[src/rtl/mem_bus_arbiter_pkg.sv]
// -----------------------------------------------------------------------------
// mem_bus_arbiter_pkg
// Shared definitions for the memory bus arbiter slice.
//   XLEN          : address width of the cache/memory bus.
//   TAG_W         : width of memory transaction tags (tag 0 = none/rejected).
//   BUS_COMMAND   : bus command encoding shared by caches and memory.
//   ARB_OWNER     : which cache owns an outstanding memory tag.
//   ARB_TAG_ENTRY : one entry of the tag ownership table {valid, owner}.
// -----------------------------------------------------------------------------
package mem_bus_arbiter_pkg;

   localparam int XLEN  = 32;
   localparam int TAG_W = 4;

   typedef enum logic [1:0] {
      BUS_NONE  = 2'h0,
      BUS_LOAD  = 2'h1,
      BUS_STORE = 2'h2
   } BUS_COMMAND;

   typedef enum logic {
      ARB_ICACHE = 1'b0,
      ARB_DCACHE = 1'b1
   } ARB_OWNER;

   typedef struct packed {
      logic     valid;
      ARB_OWNER owner;
   } ARB_TAG_ENTRY;

endpackage

[src/rtl/mem_bus_arbiter_if.sv]
// -----------------------------------------------------------------------------
// mem_bus_arbiter_if
// Bundles every cache-side, memory-side and arbiter-side bus signal of the
// memory bus arbiter.
//   modport slave  : the arbiter (reads cache requests and memory replies,
//                    drives the granted command and the per-cache returns).
//   modport master : the surrounding caches and memory model (opposite side).
// Signals:
//   icache2arb_*  icache request (command/addr)
//   dcache2arb_*  dcache request (command/addr/store data)
//   mem2arb_*     memory accept tag, returning tag and data
//   arb2mem_*     granted command/addr/store data
//   arb2icache_*  icache accept tag/valid and routed return tag/data
//   arb2dcache_*  dcache accept tag/valid and routed return tag/data
// -----------------------------------------------------------------------------
interface mem_bus_arbiter_if;
   import mem_bus_arbiter_pkg::*;

   BUS_COMMAND             icache2arb_command;
   logic [XLEN-1:0]        icache2arb_addr;
   BUS_COMMAND             dcache2arb_command;
   logic [XLEN-1:0]        dcache2arb_addr;
   logic [63:0]            dcache2arb_data;

   logic [TAG_W-1:0]       mem2arb_response;
   logic [TAG_W-1:0]       mem2arb_tag;
   logic [63:0]            mem2arb_data;

   BUS_COMMAND             arb2mem_command;
   logic [XLEN-1:0]        arb2mem_addr;
   logic [63:0]            arb2mem_data;

   logic [TAG_W-1:0]       arb2icache_response;
   logic                   arb2icache_response_valid;
   logic [TAG_W-1:0]       arb2icache_tag;
   logic [63:0]            arb2icache_data;

   logic [TAG_W-1:0]       arb2dcache_response;
   logic                   arb2dcache_response_valid;
   logic [TAG_W-1:0]       arb2dcache_tag;
   logic [63:0]            arb2dcache_data;

   modport slave (
      input  icache2arb_command, icache2arb_addr,
      input  dcache2arb_command, dcache2arb_addr, dcache2arb_data,
      input  mem2arb_response, mem2arb_tag, mem2arb_data,
      output arb2mem_command, arb2mem_addr, arb2mem_data,
      output arb2icache_response, arb2icache_response_valid,
      output arb2icache_tag, arb2icache_data,
      output arb2dcache_response, arb2dcache_response_valid,
      output arb2dcache_tag, arb2dcache_data
   );

   modport master (
      output icache2arb_command, icache2arb_addr,
      output dcache2arb_command, dcache2arb_addr, dcache2arb_data,
      output mem2arb_response, mem2arb_tag, mem2arb_data,
      input  arb2mem_command, arb2mem_addr, arb2mem_data,
      input  arb2icache_response, arb2icache_response_valid,
      input  arb2icache_tag, arb2icache_data,
      input  arb2dcache_response, arb2dcache_response_valid,
      input  arb2dcache_tag, arb2dcache_data
   );

endinterface

[src/rtl/mem_bus_arbiter_tag_table.sv]
// -----------------------------------------------------------------------------
// mem_arb_tag_table
// Ownership table for outstanding memory tags: one {valid, owner} entry per
// tag. A lookup of a valid, non-zero tag reports a hit with the owner and
// clears the entry; an allocation in the same cycle to the same tag overrides
// that clear, while the lookup still reports the previous owner.
// Ports:
//   clock, reset        : clock, synchronous active-high reset (clears table)
//   alloc_en_i          : write {1, alloc_owner_i} to entry alloc_tag_i
//   alloc_tag_i         : tag to allocate (never 0)
//   alloc_owner_i       : requester that owns the new tag
//   lookup_tag_i        : returning tag from memory (0 = none)
//   hit_o               : lookup_tag_i names a valid entry
//   hit_owner_o         : owner of that entry
// -----------------------------------------------------------------------------
module mem_arb_tag_table
   import mem_bus_arbiter_pkg::*;
#(
   parameter int NUM_TAGS = 16
) (
   input  logic             clock,
   input  logic             reset,
   input  logic             alloc_en_i,
   input  logic [TAG_W-1:0] alloc_tag_i,
   input  ARB_OWNER         alloc_owner_i,
   input  logic [TAG_W-1:0] lookup_tag_i,
   output logic             hit_o,
   output ARB_OWNER         hit_owner_o
);

   ARB_TAG_ENTRY table_q [NUM_TAGS];
   ARB_TAG_ENTRY table_d [NUM_TAGS];

   always_comb begin
      hit_o       = 1'b0;
      hit_owner_o = ARB_ICACHE;
      for (int i = 0; i < NUM_TAGS; i++) begin
         table_d[i] = table_q[i];
      end

      // Returns during reset are dropped, so no hit is reported then.
      if (!reset && (lookup_tag_i != '0) && table_q[lookup_tag_i].valid) begin
         hit_o                 = 1'b1;
         hit_owner_o           = table_q[lookup_tag_i].owner;
         table_d[lookup_tag_i] = '{valid: 1'b0, owner: ARB_ICACHE};
      end

      // Written after the clear so a same-cycle reallocation keeps the entry.
      if (alloc_en_i && (alloc_tag_i != '0)) begin
         table_d[alloc_tag_i] = '{valid: 1'b1, owner: alloc_owner_i};
      end
   end

   always_ff @(posedge clock) begin
      if (reset) begin
         for (int i = 0; i < NUM_TAGS; i++) begin
            table_q[i] <= '{valid: 1'b0, owner: ARB_ICACHE};
         end
      end else begin
         for (int i = 0; i < NUM_TAGS; i++) begin
            table_q[i] <= table_d[i];
         end
      end
   end

endmodule

[src/rtl/mem_bus_arbiter.sv]
// -----------------------------------------------------------------------------
// mem_bus_arbiter
// Shares the single memory bus between the icache and the dcache. One
// requester is granted per cycle; memory answers with an accept tag in the
// same cycle, which is forwarded to the granted cache only. The owner of each
// accepted load tag is recorded so returning data reaches that cache only.
//
// Configuration macro:
//   MEM_ARB_RR_EN  defined   : conflicts resolved round-robin (the requester
//                              not granted last time wins; last grant updates
//                              on accepted grants only).
//                  undefined : dcache has fixed priority; the icache is
//                              force-granted after STARVE_LIMIT refusals.
//   The starvation override is active in both builds.
//
// Ports:
//   clock  : system clock
//   reset  : synchronous, active-high; all outputs held at BUS_NONE/0
//   bus    : mem_bus_arbiter_if.slave (cache requests, memory replies,
//            granted command, per-cache accept tags and routed returns)
// Parameters:
//   NUM_TAGS     : tag ownership table size (tag 0 never allocated)
//   STARVE_LIMIT : consecutive icache refusals before a forced icache grant
// -----------------------------------------------------------------------------
module mem_bus_arbiter
   import mem_bus_arbiter_pkg::*;
#(
   parameter int NUM_TAGS     = 16,
   parameter int STARVE_LIMIT = 4
) (
   input  logic              clock,
   input  logic              reset,
   mem_bus_arbiter_if.slave  bus
);

   localparam int SW = $clog2(STARVE_LIMIT + 1);
   localparam logic [SW-1:0] STARVE_MAX = SW'(STARVE_LIMIT);

   logic [SW-1:0] starve_q, starve_d;

   logic     i_req, d_req;
   logic     force_i;
   logic     grant_i, grant_d;
   logic     accepted;
   logic     alloc_en;
   ARB_OWNER alloc_owner;
   logic     hit;
   ARB_OWNER hit_owner;

`ifdef MEM_ARB_RR_EN
   ARB_OWNER last_q, last_d;
`endif

   // ---------------- grant selection ----------------
   always_comb begin
      // Requests are ignored while in reset so nothing is granted or allocated.
      i_req   = !reset && (bus.icache2arb_command != BUS_NONE);
      d_req   = !reset && (bus.dcache2arb_command != BUS_NONE);
      force_i = i_req && (starve_q == STARVE_MAX);
`ifdef MEM_ARB_RR_EN
      grant_i = i_req && (!d_req || force_i || (last_q == ARB_DCACHE));
`else
      grant_i = i_req && (!d_req || force_i);
`endif
      grant_d  = d_req && !grant_i;
      accepted = (bus.mem2arb_response != '0);
   end

   // ---------------- memory-side command and per-cache accept tags ----------------
   always_comb begin
      bus.arb2mem_command           = BUS_NONE;
      bus.arb2mem_addr              = '0;
      bus.arb2mem_data              = '0;
      bus.arb2icache_response       = '0;
      bus.arb2icache_response_valid = 1'b0;
      bus.arb2dcache_response       = '0;
      bus.arb2dcache_response_valid = 1'b0;
      alloc_en                      = 1'b0;
      alloc_owner                   = ARB_ICACHE;

      if (grant_i) begin
         bus.arb2mem_command           = bus.icache2arb_command;
         bus.arb2mem_addr              = bus.icache2arb_addr;
         bus.arb2icache_response       = bus.mem2arb_response;
         bus.arb2icache_response_valid = 1'b1;
         alloc_en    = accepted && (bus.icache2arb_command == BUS_LOAD);
         alloc_owner = ARB_ICACHE;
      end else if (grant_d) begin
         bus.arb2mem_command           = bus.dcache2arb_command;
         bus.arb2mem_addr              = bus.dcache2arb_addr;
         // Store data is only placed on the bus for a dcache store grant.
         if (bus.dcache2arb_command == BUS_STORE) begin
            bus.arb2mem_data = bus.dcache2arb_data;
         end
         bus.arb2dcache_response       = bus.mem2arb_response;
         bus.arb2dcache_response_valid = 1'b1;
         // Stores get no returning data, so their tags are never tracked.
         alloc_en    = accepted && (bus.dcache2arb_command == BUS_LOAD);
         alloc_owner = ARB_DCACHE;
      end
   end

   // ---------------- starvation counter / last grant next state ----------------
   always_comb begin
      starve_d = starve_q;
      if (!i_req || grant_i) begin
         starve_d = '0;
      end else if (starve_q != STARVE_MAX) begin
         starve_d = starve_q + SW'(1);
      end
   end

`ifdef MEM_ARB_RR_EN
   always_comb begin
      last_d = last_q;
      if (grant_i && accepted) begin
         last_d = ARB_ICACHE;
      end else if (grant_d && accepted) begin
         last_d = ARB_DCACHE;
      end
   end
`endif

   always_ff @(posedge clock) begin
      if (reset) begin
         starve_q <= '0;
`ifdef MEM_ARB_RR_EN
         last_q   <= ARB_ICACHE;
`endif
      end else begin
         starve_q <= starve_d;
`ifdef MEM_ARB_RR_EN
         last_q   <= last_d;
`endif
      end
   end

   // ---------------- tag ownership table ----------------
   mem_arb_tag_table #(
      .NUM_TAGS (NUM_TAGS)
   ) u_tag_table (
      .clock         (clock),
      .reset         (reset),
      .alloc_en_i    (alloc_en),
      .alloc_tag_i   (bus.mem2arb_response),
      .alloc_owner_i (alloc_owner),
      .lookup_tag_i  (bus.mem2arb_tag),
      .hit_o         (hit),
      .hit_owner_o   (hit_owner)
   );

   // ---------------- return routing ----------------
   always_comb begin
      bus.arb2icache_tag  = '0;
      bus.arb2icache_data = '0;
      bus.arb2dcache_tag  = '0;
      bus.arb2dcache_data = '0;
      if (hit) begin
         if (hit_owner == ARB_ICACHE) begin
            bus.arb2icache_tag  = bus.mem2arb_tag;
            bus.arb2icache_data = bus.mem2arb_data;
         end else begin
            bus.arb2dcache_tag  = bus.mem2arb_tag;
            bus.arb2dcache_data = bus.mem2arb_data;
         end
      end
   end

endmodule

[src/flat_wrapper.sv]
// flat-port wrapper written by rule: the top's interface ports become plain ports
module mem_bus_arbiter_flat import mem_bus_arbiter_pkg::*;
#(
   parameter int NUM_TAGS     = 16,
   parameter int STARVE_LIMIT = 4
)
  (clock, reset, bus_icache2arb_command, bus_icache2arb_addr, bus_dcache2arb_command, bus_dcache2arb_addr, bus_dcache2arb_data, bus_mem2arb_response, bus_mem2arb_tag, bus_mem2arb_data, bus_arb2mem_command, bus_arb2mem_addr, bus_arb2mem_data, bus_arb2icache_response, bus_arb2icache_response_valid, bus_arb2icache_tag, bus_arb2icache_data, bus_arb2dcache_response, bus_arb2dcache_response_valid, bus_arb2dcache_tag, bus_arb2dcache_data);
  mem_bus_arbiter_if bus_i ();
  input  logic clock;
  input  logic reset;
  input wire logic [$bits(bus_i.icache2arb_command)-1:0] bus_icache2arb_command;
  input wire logic [$bits(bus_i.icache2arb_addr)-1:0] bus_icache2arb_addr;
  input wire logic [$bits(bus_i.dcache2arb_command)-1:0] bus_dcache2arb_command;
  input wire logic [$bits(bus_i.dcache2arb_addr)-1:0] bus_dcache2arb_addr;
  input wire logic [$bits(bus_i.dcache2arb_data)-1:0] bus_dcache2arb_data;
  input wire logic [$bits(bus_i.mem2arb_response)-1:0] bus_mem2arb_response;
  input wire logic [$bits(bus_i.mem2arb_tag)-1:0] bus_mem2arb_tag;
  input wire logic [$bits(bus_i.mem2arb_data)-1:0] bus_mem2arb_data;
  output wire logic [$bits(bus_i.arb2mem_command)-1:0] bus_arb2mem_command;
  output wire logic [$bits(bus_i.arb2mem_addr)-1:0] bus_arb2mem_addr;
  output wire logic [$bits(bus_i.arb2mem_data)-1:0] bus_arb2mem_data;
  output wire logic [$bits(bus_i.arb2icache_response)-1:0] bus_arb2icache_response;
  output wire logic [$bits(bus_i.arb2icache_response_valid)-1:0] bus_arb2icache_response_valid;
  output wire logic [$bits(bus_i.arb2icache_tag)-1:0] bus_arb2icache_tag;
  output wire logic [$bits(bus_i.arb2icache_data)-1:0] bus_arb2icache_data;
  output wire logic [$bits(bus_i.arb2dcache_response)-1:0] bus_arb2dcache_response;
  output wire logic [$bits(bus_i.arb2dcache_response_valid)-1:0] bus_arb2dcache_response_valid;
  output wire logic [$bits(bus_i.arb2dcache_tag)-1:0] bus_arb2dcache_tag;
  output wire logic [$bits(bus_i.arb2dcache_data)-1:0] bus_arb2dcache_data;
  assign bus_i.icache2arb_command = bus_icache2arb_command;
  assign bus_i.icache2arb_addr = bus_icache2arb_addr;
  assign bus_i.dcache2arb_command = bus_dcache2arb_command;
  assign bus_i.dcache2arb_addr = bus_dcache2arb_addr;
  assign bus_i.dcache2arb_data = bus_dcache2arb_data;
  assign bus_i.mem2arb_response = bus_mem2arb_response;
  assign bus_i.mem2arb_tag = bus_mem2arb_tag;
  assign bus_i.mem2arb_data = bus_mem2arb_data;
  assign bus_arb2mem_command = bus_i.arb2mem_command;
  assign bus_arb2mem_addr = bus_i.arb2mem_addr;
  assign bus_arb2mem_data = bus_i.arb2mem_data;
  assign bus_arb2icache_response = bus_i.arb2icache_response;
  assign bus_arb2icache_response_valid = bus_i.arb2icache_response_valid;
  assign bus_arb2icache_tag = bus_i.arb2icache_tag;
  assign bus_arb2icache_data = bus_i.arb2icache_data;
  assign bus_arb2dcache_response = bus_i.arb2dcache_response;
  assign bus_arb2dcache_response_valid = bus_i.arb2dcache_response_valid;
  assign bus_arb2dcache_tag = bus_i.arb2dcache_tag;
  assign bus_arb2dcache_data = bus_i.arb2dcache_data;
  mem_bus_arbiter #(.NUM_TAGS(NUM_TAGS), .STARVE_LIMIT(STARVE_LIMIT)) u_core (.clock(clock), .reset(reset), .bus(bus_i));
endmodule
[config.mk]
export PLATFORM = sky130hd
export DESIGN_NAME = mem_bus_arbiter_flat
export DESIGN_NICKNAME = d
export VERILOG_FILES = /design/src/rtl/mem_bus_arbiter_pkg.sv /design/src/rtl/mem_bus_arbiter_if.sv /design/src/rtl/mem_bus_arbiter_tag_table.sv /design/src/rtl/mem_bus_arbiter.sv /design/src/flat_wrapper.sv
export SDC_FILE = /design/constraint.sdc
export NUM_CORES = 1
export LEC_CHECK = 0
export ABC_AREA = 1
export CORE_AREA = 2 2 177 179
export DETAILED_ROUTE_END_ITERATION = 8
export DIE_AREA = 0 0 179 181
export REMOVE_ABC_BUFFERS = 1
export SLEW_MARGIN = 10
export SYNTH_ARGS = -nofsm -noshare
export SYNTH_HDL_FRONTEND = slang
export SYNTH_SLANG_ARGS = --single-unit
[constraint.sdc]
create_clock -name clock -period 3.44 [get_ports clock]
set_clock_uncertainty 0.15 [all_clocks]
set_input_delay 0.516 -clock clock [delete_from_list [all_inputs] [get_ports clock]]
set_output_delay 0.516 -clock clock [all_outputs]
set_load 0.05 [all_outputs]
==> flow_summary.ini <==
[place]
place_congestion = 0.866
place_ws_ns = -0.0278
place_area_mm2 = 0.00935
portBuffers = 449
hpwl_um = 27300

[setup_path]
rrSetupSlack_ns = 0.78
regToRegEndpoint = u_core.u_tag_table.table_q[12][0]$_SDFF_PP0_
r2r-start = u_core.starve_q[0]$_SDFFE_PP0P_
max_stage_delay_ns = 0.52
crit_arrival_ns = 2.59
cp-start-kind = input pin
reg2regPathDepth = 14
path_cells = clkdlybuf4s50_1, nor2_1, nand2_1, nand2_1, o21a_4, buf_12, nand2_1, nor2_1, buf_12
path_max_fanout = 25
slowest_stage = clkdlybuf4s50_1
critPathMostFrequentCell = nand2_1
critPathRequiredTime_ns = 2.77
critPathTopFamily = simple AND/OR/NAND/NOR gates
worstSetupPathType = in2out
end_kind = output port
cp_num_buf_inv = 3

[grt]
antenna_found_initial = 11
grt_start_max_net_pins = 69
grt_pass1_vias = 6413
grt_pass1_wl_um = 43200
grt-ovfl-total = 0
grtUsageTotal_pct = 18.1

[timing]
worst_slack_ns = 0.186
finalHoldViolCount = 0
worstMarginPinSlew_ns = 0.508
max-slew-margin-rel_pct = 66.1
setup_viol = 0
hold_slack_ns = 0.272
fin_setup_tns_ns = 0
rsz0062_at_grt = no
max_freq_mhz = 307
min_period_ns = 3.25
slew_viol_final = 0
fin_crit_sh_pct = 94.6

[routing]
wl_per_cell_um = 20.0
drc = 0
wl_um = 31200
drtIter0Drc = 311
drtPass1Iterations = 8
vias = 6605
via_per_inst = 4.24
ant_nets = 0

[die]
pin_count = 450
dieArea_mm2 = 0.0324
initial_utilization_pct = 13.0
placeableCoreArea_mm2 = 0.0303
die_y_um = 181
rows = 64
die_x_um = 179

[power]
power_density_mw_per_mm2 = 202
p_leak_nw = 4.14
irDropWorstVdd_v = 0.000244

[job]
drv_cap = 0

[layout]
nets = 1367
final_cell_mix = nor2_1, nand2_1, clkdlybuf4s50_1
area_growth_pct = 142
final_area_mm2 = 0.00953
final_common_cell = nor2_1
fin_util_pct = 31.4
fillCellCount = 3262
drive_above_1_share_pct = 29.3

[synth]
synth.cell_area_mm2 = 0.00394
synthFlopType = dfxtp_1
synth-seq-cells = 35
async_reset_ff_share_pct = 0
syn_inst = 720
yosysWarnings = 0
synth_area_per_cell_um2 = 5.47
ys_types = 29
synth_edf_count = 0
synth-seq-area-share_pct = 17.8

[min_path]
worst_hold_path.num_cells = 2
min_to = u_core.u_tag_table.table_q[0][1]$_SDFF_PP0_
hold_start = u_core.u_tag_table.table_q[0][1]$_SDFF_PP0_
hold_path.class = reg2reg

[clocking]
root_buffer = clkbuf_16
cts_tree = done
path_clk_slew_ns = 0.06
clockBufferDepth = 2
cts_buffers = 5
clkLatencyLatePin_ns = 0.28
clock_sinks = 35
cts_hold_buf = 0
htreeDepth = 2

[run_status]
status = complete, no violations
-- power by group --
group / switching, mW / internal (mW)
Clock: 0.176 / 0.360
Sequential: 0.00620 / 0.414
Combinational: 0.558 / 0.411
Total: 0.741 / 1.19
-- cells by family after synthesis --
group,Yosys count,share of synthesized area [%]
DFF,35,17.8
xor gates and xnor gates,1,0.222
and+or+nand+nor,504,55.0
adders and majority gates,2,0.635
AOI/OAI and AO/OA,96,15.8
buffers and inverters,82,10.5
-- cells in the mapped netlist, types with 5 or more instances --
master | count | area, um^2
buf_4 | 5 | 37.5
o22ai_1 | 10 | 62.6
dfxtp_1 | 35 | 701
inv_1 | 27 | 101
a22o_1 | 32 | 280
nor2_1 | 219 | 822
a21oi_1 | 47 | 235
nand4_1 | 9 | 56.3
nand3_1 | 19 | 95.1
inv_2 | 5 | 18.8
buf_2 | 21 | 105
nand2_1 | 206 | 773
clkbuf_1 | 16 | 60.1
nand2_4 | 20 | 225
nor2_2 | 21 | 131
-- what timing repair did --
action                     CTS  global route
gates resized for setup      2             0
setup endpoints to repair   33             0
buffers inserted             0             0
-- state kept, by name (all words and copies together), names as in the netlist --
register	cells
u_core.u_tag_table.table_q	32
u_core.starve_q	3
-- through the flow --
step,power (mW),cells
floorplan,0.868,671
detailed placement,1.40,1548
global route,2.01,1557
global placement,1.40,1548
CTS,1.94,1556
finish,1.93,1557
-- how the worst max path moves through the flow --
| stage | start | end | slack [ns] | cells past startpoint |
|---|---|---|---|---|
| finish | bus_mem2arb_tag[3] | bus_arb2dcache_data[7] | 0.19 | 9 |
| global route | bus_mem2arb_tag[3] | bus_arb2icache_data[54] | 0.04 | 10 |
| CTS | bus_mem2arb_tag[3] | bus_arb2dcache_data[58] | 0.17 | 10 |
| detailed placement | bus_mem2arb_tag[0] | bus_arb2icache_data[33] | -0.03 | 10 |
| global placement | bus_mem2arb_tag[1] | bus_arb2icache_data[33] | -0.03 | 9 |
| floorplan | bus_dcache2arb_command[1] | bus_arb2mem_addr[0] | -0.93 | 5 |
-- worst reg2reg max path, cell delays in order (launching register included) --
cell	delay (ns)
dfxtp_1	0.36
inv_1	0.06
ha_1	0.19
nand2_1	0.11
inv_1	0.09
nand2_1	0.08
nand2_2	0.06
clkinv_2	0.20
buf_4	0.28
buf_4	0.27
nand3_1	0.09
nand2_1	0.19
nand2_1	0.16
a21oi_1	0.19
a21oi_1	0.06
-- final cells by class --
cell class / instances / area, um^2 / share of cell area [%]
flip-flops and latches: 35 / 701 / 7.36
well taps: 396 / 495 / 5.20
repair buffers: 481 / 5180 / 54.4
clock inverters: 2 / 35.0 / 0.368
diodes: 1 / 2.50 / 0.0263
clock buffers: 6 / 139 / 1.46
inverters: 33 / 125 / 1.31
multi-input cells: 603 / 2840 / 29.8
-- layer usage --
metal  global-route usage (%)  vias to the layer above  share of wire [%]
met1                     18.5                     3046                 35
met3                     3.94                       31                8.7
met4                     1.98                        2               0.95
li1                         -                     3156                  -
met5                        0                        -              0.035
met2                     37.3                      370                 56
No activity file was read; power rests on OpenSTA's default activity.
